===== src/rtl/clb_array_cfg_if.sv =====
// Serial configuration port of one CLB tile. cfg_dout feeds cfg_din of the next
// tile, so a row of tiles loads as one long shift chain.
interface clb_array_cfg_if;
  logic cfg_start;
  logic cfg_en;
  logic cfg_din;
  logic cfg_dout;
  logic cfg_busy;
  logic cfg_done;
  logic cfg_err;

  modport master (output cfg_start, cfg_en, cfg_din,
                  input  cfg_dout, cfg_busy, cfg_done, cfg_err);
  modport slave  (input  cfg_start, cfg_en, cfg_din,
                  output cfg_dout, cfg_busy, cfg_done, cfg_err);
endinterface


===== src/rtl/clb_array_cfg.sv =====
// Multi-lane CLB tile: per-lane LUT4 + DFF + N/S/E/W routing, loaded through a
// serial shadow chain and committed atomically. Optional frame parity: CLB_CFG_PARITY_EN.

module clb_lane #(
  parameter int CFG_W = 24
) (
  input  logic             clk,
  input  logic             rst_n,
  input  logic [CFG_W-1:0] frame_i,
  input  logic             load_i,
  input  logic             up_i,
  input  logic             down_i,
  input  logic             right_i,
  input  logic             left_i,
  output logic             up_o,
  output logic             down_o,
  output logic             right_o,
  output logic             left_o
);
  // ff_init is only needed at load time, so the active word drops the top bit
  logic [CFG_W-2:0] act_q;
  logic [15:0]      lut;
  logic [3:0]       addr;
  logic             ff_q, ff_en, lut_out, sig;

  // Unknown inputs address the LUT as 0
  assign addr    = {up_i === 1'b1, down_i === 1'b1, right_i === 1'b1, left_i === 1'b1};
  assign lut     = act_q[15:0];
  assign lut_out = lut[4'd15 - addr];
  assign sig     = act_q[18] ? lut_out : ff_q;

  always_comb begin
    ff_en = 1'b0;
    case (act_q[17:16])
      2'b00:   ff_en = left_i;
      2'b01:   ff_en = right_i;
      2'b10:   ff_en = 1'b1;
      default: ff_en = up_i;
    endcase
  end

  assign up_o    = act_q[22] ? sig : down_i;
  assign down_o  = act_q[21] ? sig : up_i;
  assign right_o = act_q[20] ? sig : left_i;
  assign left_o  = act_q[19] ? sig : right_i;

  // Commit load has priority over a normal enabled capture
  always_ff @(posedge clk or negedge rst_n) begin
    if (!rst_n) begin
      act_q <= '0;
      ff_q  <= 1'b0;
    end else if (load_i) begin
      act_q <= frame_i[CFG_W-2:0];
      ff_q  <= frame_i[CFG_W-1];
    end else if (ff_en) begin
      ff_q  <= lut_out;
    end
  end
endmodule

module clb_array_cfg #(
  parameter int CH    = 1,
  parameter int CFG_W = 24
) (
  input  logic          clk,
  input  logic          rst_n,
  clb_array_cfg_if.slave cfg,
  input  logic [CH-1:0] up_i,
  input  logic [CH-1:0] down_i,
  input  logic [CH-1:0] right_i,
  input  logic [CH-1:0] left_i,
  output logic [CH-1:0] up_o,
  output logic [CH-1:0] down_o,
  output logic [CH-1:0] right_o,
  output logic [CH-1:0] left_o
);
  localparam int CFG_BITS = CH * CFG_W;
`ifdef CLB_CFG_PARITY_EN
  localparam int FRAME_LEN = CFG_BITS + 1;
`else
  localparam int FRAME_LEN = CFG_BITS;
`endif
  localparam int CNT_W = $clog2(FRAME_LEN + 1);

  typedef enum logic [1:0] {S_IDLE, S_SHIFT, S_COMMIT} state_e;

  state_e               state_q, state_d;
  logic [CNT_W-1:0]     cnt_q, cnt_d;
  logic [FRAME_LEN-1:0] sh_q, sh_d;
  logic                 err_q, err_d, done_q, done_d;
  logic                 commit, par_ok;
  logic [CFG_BITS-1:0]  frame;

  // In parity mode the trailing bit sits at sh_q[0], below the data frame
  assign frame = sh_q[FRAME_LEN-1 -: CFG_BITS];
`ifdef CLB_CFG_PARITY_EN
  assign par_ok = ~(^sh_q);
`else
  assign par_ok = 1'b1;
`endif

  always_comb begin
    state_d = state_q;
    cnt_d   = cnt_q;
    sh_d    = sh_q;
    err_d   = err_q;
    done_d  = 1'b0;
    commit  = 1'b0;
    case (state_q)
      S_SHIFT: if (cfg.cfg_en) begin
        sh_d  = {sh_q[FRAME_LEN-2:0], cfg.cfg_din};
        cnt_d = cnt_q + CNT_W'(1);
        if (cnt_q == CNT_W'(FRAME_LEN - 1)) state_d = S_COMMIT;
      end
      S_COMMIT: begin
        state_d = S_IDLE;
        if (par_ok) begin
          commit = 1'b1;
          done_d = 1'b1;
        end else begin
          err_d  = 1'b1;
        end
      end
      default: ;
    endcase
    // A new frame aborts everything, including a pending commit
    if (cfg.cfg_start) begin
      state_d = S_SHIFT;
      cnt_d   = '0;
      sh_d    = sh_q;
      err_d   = 1'b0;
      done_d  = 1'b0;
      commit  = 1'b0;
    end
  end

  always_ff @(posedge clk or negedge rst_n) begin
    if (!rst_n) begin
      state_q <= S_IDLE;
      cnt_q   <= '0;
      sh_q    <= '0;
      err_q   <= 1'b0;
      done_q  <= 1'b0;
    end else begin
      state_q <= state_d;
      cnt_q   <= cnt_d;
      sh_q    <= sh_d;
      err_q   <= err_d;
      done_q  <= done_d;
    end
  end

  assign cfg.cfg_dout = sh_q[FRAME_LEN-1];
  assign cfg.cfg_busy = (state_q == S_SHIFT);
  assign cfg.cfg_done = done_q;
  assign cfg.cfg_err  = err_q;

  for (genvar c = 0; c < CH; c++) begin : g_lane
    clb_lane #(.CFG_W(CFG_W)) u_lane (
      .clk     (clk),
      .rst_n   (rst_n),
      .frame_i (frame[CFG_W*c +: CFG_W]),
      .load_i  (commit),
      .up_i    (up_i[c]),
      .down_i  (down_i[c]),
      .right_i (right_i[c]),
      .left_i  (left_i[c]),
      .up_o    (up_o[c]),
      .down_o  (down_o[c]),
      .right_o (right_o[c]),
      .left_o  (left_o[c])
    );
  end
endmodule


===== src/flat_wrapper.sv =====
// flat-port wrapper written by rule: the top's interface ports become plain ports
module clb_array_cfg_flat 
#(
  parameter int CH    = 1,
  parameter int CFG_W = 24
)
  (clk, rst_n, up_i, down_i, right_i, left_i, up_o, down_o, right_o, left_o, cfg_cfg_start, cfg_cfg_en, cfg_cfg_din, cfg_cfg_dout, cfg_cfg_busy, cfg_cfg_done, cfg_cfg_err);
  clb_array_cfg_if cfg_i ();
  input  logic clk;
  input  logic rst_n;
  input  logic [CH-1:0] up_i;
  input  logic [CH-1:0] down_i;
  input  logic [CH-1:0] right_i;
  input  logic [CH-1:0] left_i;
  output logic [CH-1:0] up_o;
  output logic [CH-1:0] down_o;
  output logic [CH-1:0] right_o;
  output logic [CH-1:0] left_o;
  input wire logic [$bits(cfg_i.cfg_start)-1:0] cfg_cfg_start;
  input wire logic [$bits(cfg_i.cfg_en)-1:0] cfg_cfg_en;
  input wire logic [$bits(cfg_i.cfg_din)-1:0] cfg_cfg_din;
  output wire logic [$bits(cfg_i.cfg_dout)-1:0] cfg_cfg_dout;
  output wire logic [$bits(cfg_i.cfg_busy)-1:0] cfg_cfg_busy;
  output wire logic [$bits(cfg_i.cfg_done)-1:0] cfg_cfg_done;
  output wire logic [$bits(cfg_i.cfg_err)-1:0] cfg_cfg_err;
  assign cfg_i.cfg_start = cfg_cfg_start;
  assign cfg_i.cfg_en = cfg_cfg_en;
  assign cfg_i.cfg_din = cfg_cfg_din;
  assign cfg_cfg_dout = cfg_i.cfg_dout;
  assign cfg_cfg_busy = cfg_i.cfg_busy;
  assign cfg_cfg_done = cfg_i.cfg_done;
  assign cfg_cfg_err = cfg_i.cfg_err;
  clb_array_cfg #(.CH(CH), .CFG_W(CFG_W)) u_core (.clk(clk), .rst_n(rst_n), .cfg(cfg_i), .up_i(up_i), .down_i(down_i), .right_i(right_i), .left_i(left_i), .up_o(up_o), .down_o(down_o), .right_o(right_o), .left_o(left_o));
endmodule

===== config.mk =====
export PLATFORM = sky130hd
export DESIGN_NAME = clb_array_cfg_flat
export DESIGN_NICKNAME = d
export VERILOG_FILES = /design/src/rtl/clb_array_cfg_if.sv /design/src/rtl/clb_array_cfg.sv /design/src/flat_wrapper.sv
export SDC_FILE = /design/constraint.sdc
export NUM_CORES = 1
export LEC_CHECK = 0
export CAP_MARGIN = 20
export CORE_UTILIZATION = 52
export CTS_CLUSTER_SIZE = 14
export DETAILED_ROUTE_END_ITERATION = 7
export PLACE_DENSITY_LB_ADDON = 0.2
export SYNTH_ARGS = -nofsm -noshare
export SYNTH_HDL_FRONTEND = slang
export SYNTH_SLANG_ARGS = --single-unit

===== constraint.sdc =====
create_clock -name clk -period 2.3 [get_ports clk]
set_input_delay 0.575 -clock clk [delete_from_list [all_inputs] [get_ports clk]]
set_output_delay 0.575 -clock clk [all_outputs]
set_load 0.005 [all_outputs]

==> results of run 1 <==
state kept, by name, summed over array words and instances (netlist names):
register / flops
u_core.frame: 24
u_core.g_lane.u_lane.act_q: 23
u_core.cnt_q: 5
u_core.state_q: 2
u_core.cfg.cfg_done: 1
u_core.g_lane.u_lane.ff_q: 1
worst max-delay path, delay by kind of cell:
family / cells / cell delay, ns
AOI/OAI and AO/OA: 3 / 0.55
muxes: 1 / 0.49
buffers and inverters: 3 / 0.40
layout by cell type (no fill, tap or decap), types with 4 or more instances in the layout:
cell type,Yosys,layout
mux4_2,4,4
nor2_1,10,10
nor2b_1,6,5
buf_4,3,9
mux2_2,48,48
buf_2,4,5
dfrtp_1,56,56
clkdlybuf4s50_1,0,6
clkbuf_8,0,6
per-stage QoR:
step	area, µm²	total power, W
2_1_floorplan	2380	0.00134
3_3_place_gp	2670	0.00143
3_5_place_dp	2670	0.00145
4_1_cts	2770	0.00199
5_1_grt	2770	0.00206
6_report	2770	0.00196
worst max-delay path by stage:
| stage | slack [ns] | from | depth (start not counted) | to |
|---|---|---|---|---|
| after floorplan | 0.001 | left_i | 5 | left_o |
| after global placement | -0.95 | left_i | 7 | up_o |
| after detailed placement | -1.04 | left_i | 7 | down_o |
| after CTS | -0.39 | left_i | 8 | down_o |
| after global routing | -0.35 | u_core.g_lane[0].u_lane.act_q[0] | 6 | right_o |
| final | -0.28 | left_i | 7 | down_o |
Yosys cell counts:
library cell and instances:
o21ai_1 1, xnor2_1 1, a31oi_1 4, buf_2 4, ha_1 1, nor2b_1 6
and3b_1 1, xor2_1 3, nand4_1 3, o22a_1 1, and2_1 1, dfrtp_1 56
o31a_1 1, nand2_1 3, nor3b_2 1, nand2b_1 2, a22o_1 2, clkbuf_1 2
mux4_2 4, nor2_1 10, conb_1 1, a21oi_1 1, a21o_1 1, mux2i_1 1
buf_4 3, mux2_2 48, o21a_1 1
power by group through the flow:
stage	registers (W)	clock network [W]	logic, W
6_report	0.00120	0.000535	0.000222
5_1_grt	0.00122	0.000598	0.000245
4_1_cts	0.00120	0.000560	0.000230
3_5_place_dp	0.00122	0	0.000231
3_3_place_gp	0.00121	0	0.000217
2_1_floorplan	0.00118	0	0.000155
cell families (layout without fill, tap and decap cells):
kind of cell | Yosys count | in the layout | synth area share
muxes | 53 | 53 | 0.270
DFF | 56 | 56 | 0.590
other | 1 | 1 | 0.00158
xor gates and xnor gates | 4 | 4 | 0.0148
adders and majority gates | 1 | 1 | 0.00527
and+or+nand+nor | 27 | 27 | 0.0612
AOI/OAI and AO/OA | 12 | 12 | 0.0358
buffers and inverters | 9 | 35 | 0.0211
what timing repair did:
action	4_1_cts	5_1_grt
setup buffers	2	0
endpoints found under the setup margin	4	4
pin swaps	6	4
gates resized for setup	23	5
layout make-up:
type                       count  area, µm²
clock buffer                   6       82.6
clock inverter                 2       10.0
fill                         345       1620
multi-input combinational     98        956
sequential                    56       1400
tap                           52       65.1
timing repair buffer          27        254
layer usage:
| metal | global-route usage | vias to the layer above | share of wire |
|---|---|---|---|
| li1 | - | 624 | - |
| met1 | 0.247 | 727 | 0.45 |
| met2 | 0.313 | 22 | 0.50 |
| met3 | 0.0509 | 5 | 0.034 |
| met4 | 0.0680 | 0 | 0.017 |
| met5 | 0 | - | 0 |
==> results.sh, run 1 <==
export IMPL_yosysUniqueCellTypes=27
export IMPL_port_buffers=15
export IMPL_setup_ws_ns=-0.283
export IMPL_overflow=0
export IMPL_violations="setup timing"
export IMPL_p_switching_w=0.000472
export IMPL_syn_area_um2=2370
export IMPL_cp_max_fo=5
export IMPL_place_congestion=0.766
export IMPL_fp_dieArea_um2=4840
export IMPL_min_period_ns=2.58
export IMPL_power_frac_clock=0.273
export IMPL_hold_class="in2async"
export IMPL_power_leakage_nw=1.32
export IMPL_synth_top_area_share=0.590
export IMPL_r2r_slack_ns=0.62
export IMPL_ant_nets=0
export IMPL_ff2ff_path_depth=4
export IMPL_num_nets_final=198
export IMPL_synthTopCellsByArea="dfrtp_1, mux2_2, mux4_2, nor2_1, nor2b_1"
export IMPL_final_cells=241
export IMPL_dp_final_hpwl_um=2900
export IMPL_startpoint_type="primary input"
export IMPL_cts_sinks=56
export IMPL_final_core_util=0.632
export IMPL_cts_tree="built"
export IMPL_clock_skew_ns=0.00858
export IMPL_grt_max_degree=35
export IMPL_hold_viol=0
export IMPL_viasPerCell=5.72
export IMPL_cts_hold_buf=0
export IMPL_ys_seq_area_frac=0.590
export IMPL_power_frac_seq=0.614
export IMPL_num_vias=1378
export IMPL_slowest_stage="mux4_2"
export IMPL_grt_pass1_vias=1441
export IMPL_cp_end_kind="primary output"
export IMPL_drtPass1Iterations=4
export IMPL_setup_tns_ns=-0.893
export IMPL_finalSetupViolCount=4
export IMPL_vdd_drop_max_uv=577
export IMPL_avgSynthCellArea_um2=14.6
export IMPL_rows=24
export IMPL_worst_slew_pin_slew_ns=0.547
export IMPL_diodes=0
export IMPL_core_area_um2=4380
export IMPL_p_int_w=0.00149
export IMPL_comb_power_share=0.113
export IMPL_clock_root_buffer="clkbuf_8"
export IMPL_slew_headroom=0.635
export IMPL_die_y_um=69.6
export IMPL_synth_net_count=173
export IMPL_die_w_um=69.6
export IMPL_finalCritPeriodShare=1.12
export IMPL_slew_violations=0
export IMPL_grt_pass1_wl_um=6990
export IMPL_timing_rr_start="u_core.g_lane[0].u_lane.act_q[0]"
export IMPL_drt_total_wl_um=4090
export IMPL_path_cells="buf_6 > mux4_2 > a22o_1 > o21ai_2 > buf_4 > a31oi_4 > buf_2"
export IMPL_swShare=0.241
export IMPL_power_density_nw_per_um2=708
export IMPL_htreeDepth=2
export IMPL_status="finished, violations left"
export IMPL_ioPinCount=17
export IMPL_maxCapViolations=0
export IMPL_syn_to_final_growth_pct=16.7
export IMPL_track_usage=0.191
export IMPL_synthCells=163
export IMPL_clk_latency_ns=0.31
export IMPL_wl_per_cell_um=17.0
export IMPL_worst_hold_slack_ns=0.237
export IMPL_crit_required_ns=1.73
export IMPL_critical_path_max_stage_delay_ns=0.49
export IMPL_start_util=0.541
export IMPL_rsz0062_at_grt="true"
export IMPL_rr_endpoint="u_core.g_lane[0].u_lane.ff_q"
export IMPL_yosysWarnings=0
export IMPL_path_class="in2out"
export IMPL_crit_arrival_ns=2.01
export IMPL_drc_errors=0
export IMPL_cts_buffer_depth=2
export IMPL_antenna_found_initial=0
export IMPL_drive_gt1_frac=0.444
export IMPL_synth_top_cell_by_area="dfrtp_1"
export IMPL_max_clock_freq_ghz=0.387
export IMPL_ys_ff_latch=56
export IMPL_placed_cells=232
export IMPL_cts_clk_slew_worst_paths_ns=0.09
export IMPL_drtIter0Drc=65
export IMPL_post_place_ws_ns=-1.04
export IMPL_numCtsBuffers=5
Note: power is estimated with default switching activity, not from simulation.
==> inputs of run 2 (changes only) <==
--- a/config.mk
+++ b/config.mk
@@ -6,9 +6,10 @@
 export NUM_CORES = 1
 export LEC_CHECK = 0
 export CAP_MARGIN = 20
-export CORE_UTILIZATION = 52
+export CORE_UTILIZATION = 56
 export CTS_CLUSTER_SIZE = 14
 export DETAILED_ROUTE_END_ITERATION = 7
+export DONT_BUFFER_PORTS = 1
 export PLACE_DENSITY_LB_ADDON = 0.2
 export SYNTH_ARGS = -nofsm -noshare
 export SYNTH_HDL_FRONTEND = slang
==> run 2 against run 1 <==
Compared with the run above: the run still ends with setup timing left; via count shrank 9.5%; first-iteration DRC count grew 31%; combinational power shrank 18%; global-route usage grew 0.40 points; routed wire length shrank 6.6%; clock skew grew 0.0020 ns; die area shrank 6.9%; core utilization grew 0.23 points; setup slack gained 0.22 ns; non-clock buffer count shrank 22; maximum frequency grew 9.3%; critical path type is now reg2out; largest power group unchanged.
==> results.sh, run 2 (synthesized netlist as in run 1, its figures left out) <==
export IMPL_wl_met1_um=1610
export IMPL_cp_end_kind="primary output"
export IMPL_die_w_um=67.1
export IMPL_cts_tree="built"
export IMPL_place_congestion=0.725
export IMPL_overflow=0
export IMPL_finalCritPeriodShare=1.03
export IMPL_mostFrequentLayoutCell="dfrtp_1"
export IMPL_critical_path_max_stage_delay_ns=0.48
export IMPL_grt_max_degree=57
export IMPL_ctsResizeCount=0
export IMPL_setup_ws_ns=-0.0634
export IMPL_syn_to_final_growth_pct=7.59
export IMPL_path_cells="mux4_2 > a22o_1 > o21ai_2 > a31oi_1"
export IMPL_diodes=0
export IMPL_max_clock_freq_ghz=0.423
export IMPL_worst_hold_slack_ns=0.119
export IMPL_drive_gt1_frac=0.407
export IMPL_wl_per_cell_um=17.6
export IMPL_crit_required_ns=1.73
export IMPL_clock_skew_ns=0.0106
export IMPL_wl_met2_um=2000
export IMPL_cp_depth=4
export IMPL_fillers=300
export IMPL_cp_max_fo=4
export IMPL_min_period_ns=2.36
export IMPL_worst_path_buf_inv=0
export IMPL_grt_pass1_wl_um=6180
export IMPL_worstSetupEndpoint="right_o"
export IMPL_swShare=0.237
export IMPL_drt_total_wl_um=3820
export IMPL_final_cells=217
export IMPL_clock_root_buffer="clkbuf_8"
export IMPL_crit_arrival_ns=1.79
export IMPL_route_met3_wl_um=165
export IMPL_ff2ff_path_depth=4
export IMPL_cts_clk_slew_worst_paths_ns=0.10
export IMPL_power_density_nw_per_um2=756
export IMPL_antenna_found_initial=0
export IMPL_viasPerCell=5.75
export IMPL_maxCapViolations=0
export IMPL_power_frac_clock=0.284
export IMPL_fp_dieArea_um2=4500
export IMPL_htreeDepth=2
export IMPL_drtPass1Iterations=4
export IMPL_clk_latency_ns=0.30
export IMPL_startpoint_type="register"
export IMPL_numCtsBuffers=5
export IMPL_r2r_slack_ns=0.46
export IMPL_ioPinCount=17
export IMPL_finalSetupViolCount=4
export IMPL_start_util=0.589
export IMPL_largest_reg_flops=24
export IMPL_grt_pass1_vias=1252
export IMPL_final_cell_mix="dfrtp_1, mux2_2, nor2_1"
export IMPL_stdcell_area_um2=2550
export IMPL_rows=23
export IMPL_p_int_w=0.00147
export IMPL_num_nets_final=176
export IMPL_crit_start="u_core.g_lane[0].u_lane.act_q[0]"
export IMPL_power_frac_seq=0.621
export IMPL_track_usage=0.195
export IMPL_num_vias=1247
export IMPL_placed_cells=206
export IMPL_ant_nets=0
export IMPL_cts_sinks=56
export IMPL_rr_endpoint="u_core.frame[11]"
export IMPL_rsz0062_at_grt="true"
export IMPL_comb_power_share=0.095
export IMPL_dp_final_hpwl_um=2570
export IMPL_path_class="reg2out"
export IMPL_slew_violations=0
export IMPL_drtIter0Drc=85
export IMPL_drc_errors=0
export IMPL_core_area_um2=4030
export IMPL_violations="setup timing"
export IMPL_p_switching_w=0.000458
export IMPL_power_leakage_nw=1.20
export IMPL_slowest_stage="mux4_2"
export IMPL_timing_rr_start="u_core.state_q[1]"
export IMPL_vdd_drop_max_uv=695
export IMPL_status="finished, violations left"
export IMPL_highest_layer="met4"
export IMPL_cts_buffer_depth=2
export IMPL_hold_class="in2async"
export IMPL_place_area_um2=2410
export IMPL_path_delay_family="compound AO/OA/AOI/OAI gates"
export IMPL_port_buffers=0
export IMPL_hold_viol=0
export IMPL_die_y_um=67.1
run 2: layout make-up:
class	instances	area [µm²]	area share
Clock inverter	2	15.0	0.00588
Timing Repair Buffer	5	57.6	0.0225
Tap cell	50	62.6	0.0245
Sequential cell	56	1400	0.549
Clock buffer	6	82.6	0.0323
Multi-Input combinational cell	98	935	0.366
run 2: power groups by stage:
stage / logic, W / registers, W / clock network [W]
after CTS: 0.000188 / 0.00120 / 0.000571
after global placement: 0.000155 / 0.00121 / 0
after floorplan: 0.000155 / 0.00118 / 0
after detailed placement: 0.000164 / 0.00122 / 0
after global routing: 0.000203 / 0.00122 / 0.000617
final: 0.000183 / 0.00120 / 0.000548
run 2: per-stage QoR:
| step | setup slack, ns | TNS (ns) | utilization | total power (W) |
|---|---|---|---|---|
| 2_1_floorplan | 0.00117 | 0 | - | 0.00134 |
| 3_3_place_gp | 0.0985 | 0 | 0.599 | 0.00137 |
| 3_5_place_dp | 0.0513 | 0 | 0.599 | 0.00138 |
| 4_1_cts | -0.0805 | -0.297 | 0.632 | 0.00196 |
| 5_1_grt | -0.141 | -0.520 | 0.634 | 0.00204 |
| 6_report | -0.0634 | -0.229 | 0.634 | 0.00193 |
run 2: worst min path at each step:
stage	cells past startpoint	to	startpoint	slack [ns]
floorplan	0	u_core.cfg.cfg_done	rst_n	0.28
global placement	0	u_core.cnt_q[4]	rst_n	0.28
detailed placement	0	u_core.cnt_q[4]	rst_n	0.28
CTS	1	u_core.state_q[1]	rst_n	0.12
global route	1	u_core.state_q[1]	rst_n	0.12
finish	1	u_core.state_q[1]	rst_n	0.12
run 2: metal layers:
layer | global-route usage | up-vias
li1 | - | 580
met2 | 0.319 | 23
met4 | 0.0878 | 0
met3 | 0.0582 | 4
met5 | 0 | -
met1 | 0.238 | 640
run 2: worst register-to-register path, delay by kind of cell, from the launching register on:
kind / cells / cell delay (ns)
simple gates: 2 / 0.60
buf+inv: 1 / 0.31
mux: 1 / 0.38
flops: 1 / 0.42
run 2: what timing repair did:
action,in CTS,in global routing
setup buffers,1,1
hold buffers,1,0
hold endpoints to repair,56,0
setup endpoints to repair,4,4
pin swaps,1,1
